--- src/rtl/n_gate_pkg.sv ---
// Shared types for the clocked inertial gate array: function codes, channel
// states, packed config word and the LFSR step.
package n_gate_pkg;

  typedef enum logic [2:0] {
    GF_NOR  = 3'd0,
    GF_OR   = 3'd1,
    GF_NAND = 3'd2,
    GF_AND  = 3'd3,
    GF_XOR  = 3'd4,
    GF_XNOR = 3'd5
  } gate_func_t;

  typedef enum logic {
    ST_IDLE = 1'b0,
    ST_PEND = 1'b1
  } chan_state_t;

  // Galois form of x^16+x^14+x^13+x^11, shifting right.
  localparam logic [15:0] LFSR_TAPS     = 16'hB400;
  localparam logic [15:0] LFSR_SEED_DEF = 16'hACE1;

  // Config word carries td at a fixed maximum width so the struct does not
  // depend on the top-level DLY_W parameter.
  localparam int TD_MAX_W = 16;

  typedef struct packed {
    gate_func_t             func;
    logic [TD_MAX_W-1:0]    td;
    logic                   rj_en;
  } cfg_t;

  localparam cfg_t CFG_RESET = '{func: GF_NOR, td: TD_MAX_W'(1), rj_en: 1'b0};

  // Codes 6 and 7 have no gate of their own and fall back to NOR.
  function automatic gate_func_t decode_func(input logic [2:0] code);
    gate_func_t f;
    case (code)
      3'd1:    f = GF_OR;
      3'd2:    f = GF_NAND;
      3'd3:    f = GF_AND;
      3'd4:    f = GF_XOR;
      3'd5:    f = GF_XNOR;
      default: f = GF_NOR;
    endcase
    return f;
  endfunction

  function automatic logic [15:0] lfsr_next(input logic [15:0] s);
    return s[0] ? ((s >> 1) ^ LFSR_TAPS) : (s >> 1);
  endfunction

endpackage

--- src/rtl/n_gate_chan.sv ---
// One gate channel: N-input function, inertial delay counter and IDLE/PEND FSM.
// Output moves on the D-th consecutive edge that saw f != out; shorter pulses are dropped.
module n_gate_chan
  import n_gate_pkg::*;
#(
  parameter int N_IN  = 2,
  parameter int DLY_W = 6,
  parameter int RJ_W  = 3
) (
  input  logic                clk,
  input  logic                rst,
  input  logic [N_IN-1:0]     in_i,
  input  gate_func_t          func_i,
  input  logic [TD_MAX_W-1:0] td_i,
  input  logic [RJ_W-1:0]     jit_i,
  output logic                out_o,
  output logic                busy_o
);

  localparam int DW = DLY_W + 1;
  localparam logic [DW-1:0] D_ONE = DW'(1);

  chan_state_t           state_q, state_d;
  logic [DW-1:0]         cnt_q, cnt_d;
  logic [DW-1:0]         d_q, d_d;
  logic                  out_q, out_d;

  logic                  f;
  logic [TD_MAX_W:0]     d_sum;
  logic [DW-1:0]         d_clip;
  logic [DW-1:0]         d_new;
  logic [DW-1:0]         cnt_inc;

  always_comb begin
    case (func_i)
      GF_OR:   f = |in_i;
      GF_NAND: f = ~&in_i;
      GF_AND:  f = &in_i;
      GF_XOR:  f = ^in_i;
      GF_XNOR: f = ~^in_i;
      default: f = ~|in_i;
    endcase
  end

  // Saturate if a td code wider than DLY_W ever reaches the channel.
  always_comb begin
    d_sum  = {1'b0, td_i} + (TD_MAX_W + 1)'(jit_i);
    d_clip = (|d_sum[TD_MAX_W:DW]) ? '1 : d_sum[DW-1:0];
    d_new  = (d_clip == '0) ? D_ONE : d_clip;
  end

  always_comb begin
    state_d = state_q;
    cnt_d   = cnt_q;
    d_d     = d_q;
    out_d   = out_q;
    cnt_inc = cnt_q + D_ONE;
    case (state_q)
      ST_IDLE: begin
        if (f != out_q) begin
          d_d   = d_new;
          cnt_d = D_ONE;
          if (d_new == D_ONE) out_d = f;
          else                state_d = ST_PEND;
        end
      end
      ST_PEND: begin
        if (f == out_q) begin
          cnt_d   = '0;
          state_d = ST_IDLE;
        end else begin
          cnt_d = cnt_inc;
          if (cnt_inc == d_q) begin
            out_d   = f;
            state_d = ST_IDLE;
          end
        end
      end
      default: state_d = ST_IDLE;
    endcase
  end

  always_ff @(posedge clk) begin
    if (rst) begin
      state_q <= ST_IDLE;
      cnt_q   <= '0;
      d_q     <= '0;
      out_q   <= 1'b0;
    end else begin
      state_q <= state_d;
      cnt_q   <= cnt_d;
      d_q     <= d_d;
      out_q   <= out_d;
    end
  end

  assign out_o  = out_q;
  assign busy_o = (state_q == ST_PEND);

endmodule

--- src/rtl/n_gate_inertial.sv ---
// Multi-channel inertial gate array: shared LFSR jitter source and config
// register; config is accepted only while no channel has a pending transition.
module n_gate_inertial
  import n_gate_pkg::*;
#(
  parameter int          N_CH      = 4,
  parameter int          N_IN      = 2,
  parameter int          DLY_W     = 6,
  parameter int          RJ_W      = 3,
  parameter logic [15:0] LFSR_SEED = LFSR_SEED_DEF
) (
  input  logic                   clk,
  input  logic                   rst,
  input  logic [N_CH*N_IN-1:0]   in,
  input  logic                   cfg_valid,
  output logic                   cfg_ready,
  input  logic [2:0]             cfg_func,
  input  logic [DLY_W-1:0]       cfg_td,
  input  logic                   cfg_rj_en,
  output logic [N_CH-1:0]        out,
  output logic [N_CH-1:0]        busy
);

  logic [15:0] lfsr_q, lfsr_d;
  cfg_t        cfg_q, cfg_d;
  logic        xfer;

  assign cfg_ready = ~|busy;
  assign xfer      = cfg_valid & cfg_ready;

  always_comb begin
    lfsr_d = lfsr_next(lfsr_q);
    cfg_d  = cfg_q;
    if (xfer) begin
      cfg_d = '{func: decode_func(cfg_func), td: TD_MAX_W'(cfg_td), rj_en: cfg_rj_en};
    end
  end

  always_ff @(posedge clk) begin
    if (rst) begin
      lfsr_q <= LFSR_SEED;
      cfg_q  <= CFG_RESET;
    end else begin
      lfsr_q <= lfsr_d;
      cfg_q  <= cfg_d;
    end
  end

  for (genvar gi = 0; gi < N_CH; gi++) begin : g_chan
    logic [RJ_W-1:0] jit;
    assign jit = cfg_q.rj_en ? lfsr_q[gi*RJ_W +: RJ_W] : '0;

    n_gate_chan #(
      .N_IN  (N_IN),
      .DLY_W (DLY_W),
      .RJ_W  (RJ_W)
    ) u_chan (
      .clk    (clk),
      .rst    (rst),
      .in_i   (in[gi*N_IN +: N_IN]),
      .func_i (cfg_q.func),
      .td_i   (cfg_q.td),
      .jit_i  (jit),
      .out_o  (out[gi]),
      .busy_o (busy[gi])
    );
  end

endmodule

--- config.mk ---
export PLATFORM = sky130hd
export DESIGN_NAME = n_gate_inertial
export DESIGN_NICKNAME = d
export VERILOG_FILES = /design/src/rtl/n_gate_pkg.sv /design/src/rtl/n_gate_chan.sv /design/src/rtl/n_gate_inertial.sv
export SDC_FILE = /design/constraint.sdc
export NUM_CORES = 1
export LEC_CHECK = 0
export ABC_CLOCK_PERIOD_IN_PS = 3900
export CAP_MARGIN = 0
export CORE_UTILIZATION = 56
export CTS_CLUSTER_SIZE = 16
export DETAILED_ROUTE_END_ITERATION = 6
export PLACE_DENSITY = 0.75
export SLEW_MARGIN = 15
export SYNTH_ARGS = -nofsm -noshare
export SYNTH_HDL_FRONTEND = slang
export SYNTH_HIERARCHICAL = 1
export SYNTH_SLANG_ARGS = --single-unit
--- constraint.sdc ---
create_clock -name clk -period 3.9 [get_ports clk]
set_input_delay 0.975 -clock clk [delete_from_list [all_inputs] [get_ports clk]]
set_output_delay 0.975 -clock clk [all_outputs]
set_load 0.02 [all_outputs]
==> impl_metrics.env, run 1 <==
export IMPL_min_path_type="flop to flop"
export IMPL_critPathMaxStageDelay_ns=0.48
export IMPL_slew_violations=0
export IMPL_grt_max_degree=59
export IMPL_worstPathRequired_ns=4.15
export IMPL_overflow=0
export IMPL_yosys_warnings=6
export IMPL_crit_family="compound AO/OA/AOI/OAI gates"
export IMPL_fmax_mhz=318
export IMPL_routed_via_count=6453
export IMPL_drive_above_1_share_pct=6.79
export IMPL_cp_start_kind="input port"
export IMPL_cts_sinks=90
export IMPL_drtAntennaViolNets=0
export IMPL_critPathSlowestCell="clkdlybuf4s50_1"
export IMPL_path_clk_slew_ns=0.07
export IMPL_dp_hpwl_mm=10.9
export IMPL_wire_per_inst_um=13.0
export IMPL_seq_area_frac_synth_pct=25.9
export IMPL_track_usage_pct=25.4
export IMPL_dr_pass1_iters=5
export IMPL_swShare_pct=32.6
export IMPL_syn_inst=838
export IMPL_die_height_um=113
export IMPL_relSlewSlack_pct=39.7
export IMPL_yosysUniqueCellTypes=78
export IMPL_fill_cells=1041
export IMPL_post_route_min_period_ns=3.15
export IMPL_wl_mm=15.4
export IMPL_htree_levels=3
export IMPL_powerDensity_nw_per_um2=337
export IMPL_p_switching_w=0.000907
export IMPL_antenna_found_initial=0
export IMPL_die_w_um=113
export IMPL_cp_cell_sequence="clkdlybuf4s50_1, inv_1, ha_1, a221o_1, and3_1, o21ai_0, nand3_1, o311ai_0"
export IMPL_post_cts_resized=0
export IMPL_leakagePower_nw=3.23
export IMPL_worst_pin_slew_ns=0.903
export IMPL_grt_pass1_vias=5764
export IMPL_fin_cells=1184
export IMPL_syn_avg_cell_area_um2=8.29
export IMPL_ys_seq_elements=90
export IMPL_crit_fanout=5
export IMPL_hold_viol_final=0
export IMPL_synth_edf_count=0
export IMPL_cts_tree="built"
export IMPL_synth_area_um2=6950
export IMPL_clkPwrFrac_pct=32.8
export IMPL_clkLatencyLatePin_ns=0.35
export IMPL_fin_crit_sh_pct=80.7
export IMPL_routed_via_density=5.45
export IMPL_cp_arrival_ns=3.39
export IMPL_drc=0
export IMPL_finalSetupTns_ns=0
export IMPL_crit_buf_inv=2
export IMPL_p_comb_share_pct=26.6
export IMPL_peakVddDrop_uv=214
export IMPL_finClkSkew_ns=0.00928
export IMPL_rsz0062_at_grt="no"
export IMPL_fp_row_count=40
export IMPL_cts_setup_buffers=0
export IMPL_syn2layout_area_growth_pct=18.7
export IMPL_end_kind="flop"
export IMPL_status="finished clean"
export IMPL_cts_root_buffer="clkbuf_16"
export IMPL_io_pins=30
export IMPL_ys_async_sr_fraction_pct=0
export IMPL_start_util_pct=57.6
export IMPL_mostFrequentLayoutCells="conb_1 (171), dfxtp_1 (90), xnor2_1 (64)"
export IMPL_port_buffers=29
export IMPL_coreArea_um2=12100
export IMPL_timing_hold_ws_ns=0.421
export IMPL_grt_pass1_wl_mm=26.7
export IMPL_num_antenna_cells=0
export IMPL_synthFlopType="dfxtp_1"
export IMPL_p_seq_share_pct=40.6
export IMPL_path_class="input port to flop"
export IMPL_intPower_w=0.00187
export IMPL_clockBufferDepth=2
export IMPL_drv_cap=0
export IMPL_finalSetupViolCount=0
export IMPL_dieArea_um2=12900
export IMPL_drtIter0Drc=371
export IMPL_holdBufCountCts=0
export IMPL_layout_commonest_cell="conb_1"
export IMPL_cts_buffers=9
export IMPL_final_nets=1060
export IMPL_dp_cells=1168
export IMPL_gp_congestion=0.840
[final timing paths]
check / endpoint / slack (ns) / cells after the start / start
min: lfsr_q[11] / 0.42 / 1 / lfsr_q[12]
max: g_chan[1].u_chan/cnt_q[2] / 0.75 / 8 / in[2]
min reg2reg: lfsr_q[11] / 0.42 / 1 / lfsr_q[12]
max reg2reg: g_chan[0].u_chan/out_o / 0.90 / 9 / cfg_q[0]
[per-stage QoR]
step / cell area [µm²] / utilization (%) / worst slack [ns] / total power, W
global placement: 7930 / 65.8 / 0.451 / 0.00186
global route: 8250 / 68.4 / 0.447 / 0.00293
detailed placement: 7930 / 65.8 / 0.439 / 0.00187
floorplan: 7580 / - / 1.03 / 0.00171
CTS: 8250 / 68.4 / 0.806 / 0.00278
finish: 8250 / 68.4 / 0.752 / 0.00278
[layer usage]
| layer | share of wire [%] | vias up | GRT usage [%] |
|---|---|---|---|
| met5 | 0 | - | 0 |
| met4 | 1.4 | 0 | 9.30 |
| met3 | 3.3 | 13 | 2.82 |
| met2 | 47 | 107 | 41.8 |
| met1 | 49 | 2970 | 34.3 |
| li1 | - | 3363 | - |
[final cells by class]
| type | count | area [µm²] | share of cell area, % |
|---|---|---|---|
| clock buffers | 11 | 253 | 3.06 |
| clock inverters | 5 | 61.3 | 0.743 |
| inverters | 40 | 150 | 1.82 |
| multi-input cells | 827 | 5370 | 65.1 |
| flip-flops and latches | 90 | 1800 | 21.8 |
| well taps | 168 | 210 | 2.55 |
| repair buffers | 43 | 405 | 4.92 |
[power groups by stage]
stage	logic, W	registers, W	clock network (W)
4_1_cts	0.000726	0.00113	0.000931
6_report	0.000738	0.00113	0.000913
5_1_grt	0.000822	0.00114	0.000971
3_3_place_gp	0.000715	0.00115	0
3_5_place_dp	0.000721	0.00115	0
2_1_floorplan	0.000609	0.00110	0
[logic make-up (layout without fill, tap and decap cells)]
| logic type | after synthesis | count (layout) | share of synthesized area, % |
|---|---|---|---|
| buffers and inverters | 91 | 99 | 6.00 |
| AO/OA/AOI/OAI | 212 | 212 | 23.8 |
| XOR/XNOR | 81 | 81 | 10.2 |
| flip-flops | 90 | 90 | 25.9 |
| multiplexers | 12 | 12 | 1.75 |
| AND/OR/NAND/NOR | 323 | 323 | 26.7 |
| other | 1 | 171 | 0.0540 |
| adder cells (fa/ha/maj) | 28 | 28 | 5.48 |
[cell usage after synthesis, types with 4 or more instances]
cell type | count | area [µm²]
o2111ai_1 | 7 | 61.3
and3_1 | 22 | 138
and4_1 | 4 | 35.0
nor3_1 | 42 | 210
nand2_1 | 37 | 139
o22a_1 | 4 | 35.0
a21oi_1 | 25 | 125
inv_1 | 37 | 139
nand4b_1 | 6 | 52.6
o21ai_0 | 16 | 80.1
o211ai_1 | 5 | 37.5
a211oi_1 | 13 | 97.6
buf_4 | 9 | 67.6
clkbuf_1 | 22 | 82.6
nor2_1 | 19 | 71.3
a31oi_1 | 29 | 181
nand4_1 | 36 | 225
and2_1 | 17 | 106
a211o_1 | 11 | 96.3
o21ai_1 | 6 | 30.0
nor3b_1 | 6 | 45.0
or3_1 | 4 | 25.0
nand2b_1 | 24 | 150
nor3_2 | 4 | 40.0
ha_1 | 24 | 300
a311oi_1 | 27 | 236
nand3_1 | 57 | 285
o221ai_1 | 13 | 114
a221o_1 | 5 | 50.1
or2_2 | 8 | 50.1
buf_2 | 14 | 70.1
dfxtp_1 | 90 | 1800
nor4_1 | 10 | 62.6
nor2b_1 | 13 | 81.3
xor2_1 | 17 | 149
a21o_1 | 13 | 97.6
fa_1 | 4 | 80.1
xnor2_1 | 64 | 561
mux2i_1 | 11 | 110
[state kept, by name (all words and copies together), names as in the netlist]
signal,count
g_chan.u_chan/d_q,28
cfg_q,10
g_chan.u_chan/busy_o,4
g_chan.u_chan/out_o,4
g_chan.u_chan/cnt_q,28
lfsr_q,16
No activity file was read; power rests on OpenSTA's default activity.
==> run 2: changes to the inputs <==
--- a/config.mk
+++ b/config.mk
@@ -5,12 +5,12 @@
 export SDC_FILE = /design/constraint.sdc
 export NUM_CORES = 1
 export LEC_CHECK = 0
-export ABC_CLOCK_PERIOD_IN_PS = 3900
+export ABC_CLOCK_PERIOD_IN_PS = 2600
 export CAP_MARGIN = 0
 export CORE_UTILIZATION = 56
 export CTS_CLUSTER_SIZE = 16
 export DETAILED_ROUTE_END_ITERATION = 6
-export PLACE_DENSITY = 0.75
+export PLACE_DENSITY = 0.77
 export SLEW_MARGIN = 15
 export SYNTH_ARGS = -nofsm -noshare
 export SYNTH_HDL_FRONTEND = slang
==> constraint.sdc (replaced) <==
create_clock -name clk -period 2.6 [get_ports clk]
set_input_delay 0.65 -clock clk [delete_from_list [all_inputs] [get_ports clk]]
set_output_delay 0.65 -clock clk [all_outputs]
set_load 0.02 [all_outputs]
==> impl_metrics.env, run 2 (synthesis results as in run 1) <==
export IMPL_post_route_min_period_ns=2.74
export IMPL_clockBufferDepth=2
export IMPL_dieArea_um2=12900
export IMPL_dr_pass1_iters=5
export IMPL_cts_buffers=9
export IMPL_dp_cells=1229
export IMPL_num_antenna_cells=0
export IMPL_critPathMaxStageDelay_ns=0.39
export IMPL_finClkSkew_ns=0.00559
export IMPL_grt_pass1_vias=6201
export IMPL_finalSetupViolCount=5
export IMPL_mostFrequentLayoutCells="conb_1 (171), dfxtp_1 (88), buf_4 (78)"
export IMPL_io_pins=30
export IMPL_end_kind="flop"
export IMPL_min_path_type="flop to flop"
export IMPL_critPathSlowestCell="a221o_1"
export IMPL_syn2layout_area_growth_pct=30.2
export IMPL_drtIter0Drc=420
export IMPL_port_buffers=29
export IMPL_cts_root_buffer="clkbuf_16"
export IMPL_routed_via_density=5.49
export IMPL_gp_congestion=0.839
export IMPL_worst_pin_slew_ns=0.704
export IMPL_fin_crit_sh_pct=105
export IMPL_antenna_found_initial=0
export IMPL_crit_fanout=8
export IMPL_topRoutingLayerUsed="met4"
export IMPL_fin_cells=1253
export IMPL_holdBufCountCts=0
export IMPL_layout_commonest_cell="conb_1"
export IMPL_final_nets=1129
export IMPL_drive_above_1_share_pct=16.7
export IMPL_slew_violations=0
export IMPL_p_comb_share_pct=32.1
export IMPL_die_height_um=113
export IMPL_grt_max_degree=39
export IMPL_overflow=0
export IMPL_peakVddDrop_uv=312
export IMPL_r2r_worst_path_cells=10
export IMPL_path_class="flop to flop"
export IMPL_crit_family="compound AO/OA/AOI/OAI gates"
export IMPL_intPower_w=0.00292
export IMPL_wl_met1_mm=7.62
export IMPL_path_clk_slew_ns=0.07
export IMPL_cp_cell_sequence="buf_4, buf_6, and2_4, fa_2, a21o_1, xnor2_2, nand3_1, a221o_1, o31ai_4, mux2_4"
export IMPL_rsz0062_at_grt="yes"
export IMPL_failed_checks="negative setup slack"
export IMPL_swShare_pct=33.3
export IMPL_dp_hpwl_mm=12.3
export IMPL_p_seq_share_pct=37.7
export IMPL_p_switching_w=0.00146
export IMPL_cp_arrival_ns=2.98
export IMPL_power_total_w=0.00438
export IMPL_cp_start_kind="flop"
export IMPL_crit_cells=10
export IMPL_fill_cells=930
export IMPL_wire_per_inst_um=13.8
export IMPL_hold_viol_final=0
export IMPL_fp_row_count=40
export IMPL_track_usage_pct=27.2
export IMPL_drtAntennaViolNets=0
export IMPL_hold_path_cell_count=1
export IMPL_layout_setup_ws_ns=-0.143
export IMPL_routed_via_count=6879
export IMPL_fmax_mhz=365
export IMPL_powerDensity_nw_per_um2=485
export IMPL_crit_buf_inv=2
export IMPL_relSlewSlack_pct=53.0
export IMPL_wl_mm=17.3
export IMPL_cts_tree="built"
export IMPL_coreArea_um2=12100
export IMPL_leakagePower_nw=3.60
export IMPL_cts_sinks=90
export IMPL_largestRegisters="g_chan.u_chan/cnt_q x28, g_chan.u_chan/d_q x28, lfsr_q x16"
export IMPL_wl_met2_mm=8.69
export IMPL_start_util_pct=57.6
export IMPL_clkLatencyLatePin_ns=0.35
export IMPL_clkPwrFrac_pct=30.2
export IMPL_wl_met3_um=629
export IMPL_status="finished with violations"
export IMPL_die_w_um=113
export IMPL_drc=0
export IMPL_htree_levels=3
export IMPL_worstPathRequired_ns=2.84
export IMPL_grt_pass1_wl_mm=28.6
export IMPL_drv_cap=0
[run 2: what timing repair did]
action,in CTS,in global routing
setup endpoints to repair,14,44
pin swaps,3,16
endpoints found under the hold margin,0,0
gates resized for setup,2,46
setup buffers,1,7
[run 2: power by group through the flow]
stage / Clock (W) / Combinational (W) / Sequential (W)
2_1_floorplan: 0 / 0.000920 / 0.00165
4_1_cts: 0.00134 / 0.00130 / 0.00165
6_report: 0.00132 / 0.00141 / 0.00165
3_3_place_gp: 0 / 0.00126 / 0.00167
5_1_grt: 0.00141 / 0.00154 / 0.00167
3_5_place_dp: 0 / 0.00128 / 0.00167
[run 2: path summary, 6_finish.rpt]
path	start	to	slack (ns)
max	cfg_q[0]	g_chan[1].u_chan/out_o	-0.14
min	lfsr_q[12]	lfsr_q[11]	0.42
max reg2reg	cfg_q[0]	g_chan[1].u_chan/out_o	-0.14
min reg2reg	lfsr_q[12]	lfsr_q[11]	0.42
[run 2: per-layer routing]
metal | up-vias | track usage [%]
li1 | 3512 | -
met1 | 3205 | 34.6
met2 | 136 | 46.1
met3 | 26 | 3.99
met4 | 0 | 11.2
met5 | - | 0
[run 2: metrics by stage]
stage | hold WS [ns] | util (%) | worst slack, ns | area, µm² | setup TNS [ns]
6_report | 0.420 | 75.0 | -0.143 | 9040 | -0.249
5_1_grt | 0.459 | 75.0 | -0.238 | 9040 | -1.20
4_1_cts | 0.424 | 72.6 | -0.0710 | 8760 | -0.200
3_5_place_dp | 0.404 | 70.0 | -0.415 | 8450 | -13.20
3_3_place_gp | 0.404 | 70.0 | -0.381 | 8450 | -10.70
2_1_floorplan | 0.389 | - | 0.000362 | 7630 | 0
[run 2: layout make-up]
class | count | area, µm² | share of cell area, %
Sequential cell | 90 | 1810 | 20.0
Multi-Input combinational cell | 827 | 5620 | 62.2
Timing Repair Buffer | 112 | 960 | 10.6
Clock buffer | 10 | 229 | 2.53
Clock inverter | 6 | 67.6 | 0.747
Tap cell | 168 | 210 | 2.32
Inverter | 40 | 150 | 1.66
==> run 3: changes to the inputs <==
--- a/config.mk
+++ b/config.mk
@@ -10,8 +10,8 @@
 export CORE_UTILIZATION = 56
 export CTS_CLUSTER_SIZE = 16
 export DETAILED_ROUTE_END_ITERATION = 6
-export PLACE_DENSITY = 0.77
-export SLEW_MARGIN = 15
+export PLACE_DENSITY = 0.88
+export SLEW_MARGIN = 30
 export SYNTH_ARGS = -nofsm -noshare
 export SYNTH_HDL_FRONTEND = slang
 export SYNTH_HIERARCHICAL = 1
==> impl_metrics.env, run 3 (synthesis results as in run 1) <==
export IMPL_min_path_type="flop to flop"
export IMPL_p_seq_share_pct=36.1
export IMPL_start_util_pct=57.6
export IMPL_swShare_pct=35.2
export IMPL_worst_pin_slew_ns=0.703
export IMPL_port_buffers=29
export IMPL_cts_tree="built"
export IMPL_drv_cap=0
export IMPL_relSlewSlack_pct=53.1
export IMPL_layout_setup_ws_ns=-0.357
export IMPL_hold_path_cell_count=1
export IMPL_crit_fanout=6
export IMPL_finalSetupViolCount=6
export IMPL_htree_levels=3
export IMPL_slew_violations=0
export IMPL_intPower_w=0.00300
export IMPL_cts_root_buffer="clkbuf_16"
export IMPL_antenna_found_initial=0
export IMPL_failed_checks="negative setup slack"
export IMPL_num_antenna_cells=0
export IMPL_finalSetupTns_ns=-1.32
export IMPL_dp_cells=1229
export IMPL_clkLatencyLatePin_ns=0.36
export IMPL_status="finished with violations"
export IMPL_final_area_um2=9230
export IMPL_io_pins=30
export IMPL_gp_congestion=0.851
export IMPL_drtIter0Drc=854
export IMPL_fmax_mhz=338
export IMPL_die_height_um=113
export IMPL_worstPathRequired_ns=2.90
export IMPL_r2r_worst_path_cells=10
export IMPL_clockBufferDepth=2
export IMPL_r2r_end="g_chan[3].u_chan/out_o"
export IMPL_cp_cell_sequence="and2_4, ha_4, fa_2, a21o_2, a211o_1, a222oi_1, nand3_1, o41ai_4, buf_4, mux2i_1"
export IMPL_critPathSlowestCell="a222oi_1"
export IMPL_routed_via_density=6.04
export IMPL_clkPwrFrac_pct=30.0
export IMPL_cp_arrival_ns=3.26
export IMPL_final_nets=1139
export IMPL_drc=0
export IMPL_powerDensity_nw_per_um2=501
export IMPL_r2r_slack_ns=-0.36
export IMPL_leakagePower_nw=3.68
export IMPL_overflow=0
export IMPL_finClkSkew_ns=0.00732
export IMPL_final_util_pct=76.5
export IMPL_critPathMaxStageDelay_ns=0.41
export IMPL_crit_family="compound AO/OA/AOI/OAI gates"
export IMPL_fp_row_count=40
export IMPL_end_kind="flop"
export IMPL_cts_buffers=9
export IMPL_cp_start_kind="flop"
export IMPL_rsz0062_at_grt="yes"
export IMPL_drtAntennaViolNets=0
export IMPL_drive_above_1_share_pct=19.1
export IMPL_wire_per_inst_um=17.1
export IMPL_hp_start="lfsr_q[1]"
export IMPL_peakVddDrop_uv=361
export IMPL_fin_crit_sh_pct=114
export IMPL_p_switching_w=0.00163
export IMPL_grt_pass1_vias=6846
export IMPL_hold_viol_final=0
export IMPL_p_comb_share_pct=33.9
export IMPL_r2r_start="cfg_q[0]"
export IMPL_largestRegisters="g_chan.u_chan/cnt_q x28, g_chan.u_chan/d_q x28, lfsr_q x16"
export IMPL_syn2layout_area_growth_pct=32.9
export IMPL_layout_commonest_cell="conb_1"
export IMPL_crit_buf_inv=1
export IMPL_post_route_min_period_ns=2.96
export IMPL_routed_via_count=7624
export IMPL_die_w_um=113
export IMPL_path_class="flop to flop"
export IMPL_timing_hold_ws_ns=0.456
export IMPL_cts_sinks=90
export IMPL_wl_mm=21.7
export IMPL_dieArea_um2=12900
export IMPL_placed_area_um2=8460
export IMPL_dr_pass1_iters=5
export IMPL_min_to="lfsr_q[0]"
export IMPL_path_clk_slew_ns=0.07
export IMPL_grt_pass1_wl_mm=31.6
export IMPL_track_usage_pct=30.4
export IMPL_holdBufCountCts=0
export IMPL_dp_hpwl_mm=12.9
export IMPL_mostFrequentLayoutCells="conb_1 (171), dfxtp_1 (87), buf_4 (87)"
export IMPL_grt_max_degree=66
export IMPL_coreArea_um2=12100
export IMPL_fin_cells=1263
[run 3: cell count changes in the layout (fill, tap and decap cells not counted), moves of 3 or more]
cell     before  now
a21oi_4       3    0
buf_4        78   87
ha_1         17   14
nor3_1       41   38
nor3_2        5    8
[run 3: layout make-up]
| type | instances | area (µm²) |
|---|---|---|
| multi-input cells | 827 | 5710 |
| clock inverters | 6 | 65.1 |
| fillers | 760 | 2830 |
| clock buffers | 10 | 239 |
| inverters | 40 | 150 |
| flip-flops and latches | 90 | 1810 |
| repair buffers | 122 | 1050 |
| well taps | 168 | 210 |
[run 3: routing by layer]
metal	global-route usage, %	vias to the layer above	share of wire (%)
met2	52.7	416	49
met3	5.10	96	7.2
met1	35.2	3590	39
met4	18.2	0	4.7
met5	0	-	0
li1	-	3522	-
[run 3: worst max path at each step]
stage,startpoint,to,depth (start not counted)
after CTS,cfg_q[0],g_chan[3].u_chan/out_o,9
after detailed placement,in[2],g_chan[1].u_chan/d_q[2],9
after global routing,cfg_q[0],g_chan[3].u_chan/out_o,11
final,cfg_q[0],g_chan[3].u_chan/out_o,10
after floorplan,cfg_q[0],g_chan[0].u_chan/out_o,10
after global placement,in[2],g_chan[1].u_chan/d_q[2],9
[run 3: worst register-to-register path, stage by stage, from the launching register on]
cell and delay (ns):
dfxtp_4 0.37, and2_4 0.15, ha_4 0.16, fa_2 0.34, a21o_2 0.23, a211o_1 0.27
a222oi_1 0.41, nand3_1 0.27, o41ai_4 0.34, buf_4 0.19, mux2i_1 0.17
[run 3: power groups by stage]
stage               clock network [W]  logic, W  registers (W)
finish                        0.00139   0.00157        0.00167
global route                  0.00143   0.00167        0.00168
CTS                           0.00137   0.00137        0.00165
detailed placement                  0   0.00130        0.00168
global placement                    0   0.00125        0.00167
floorplan                           0  0.000920        0.00165
[run 3: timing repair]
action                     4_1_cts  5_1_grt
buffers inserted                 5       13
setup endpoints to repair       14       46
gates resized for setup         21       50
pin swaps                       10       29
cloned                           0        0
[run 3: metrics by stage]
step,worst slack (ns),power [W]
finish,-0.357,0.00463
global route,-0.353,0.00478
CTS,-0.0481,0.00439
detailed placement,-0.424,0.00297
global placement,-0.374,0.00292
floorplan,0.000362,0.00257
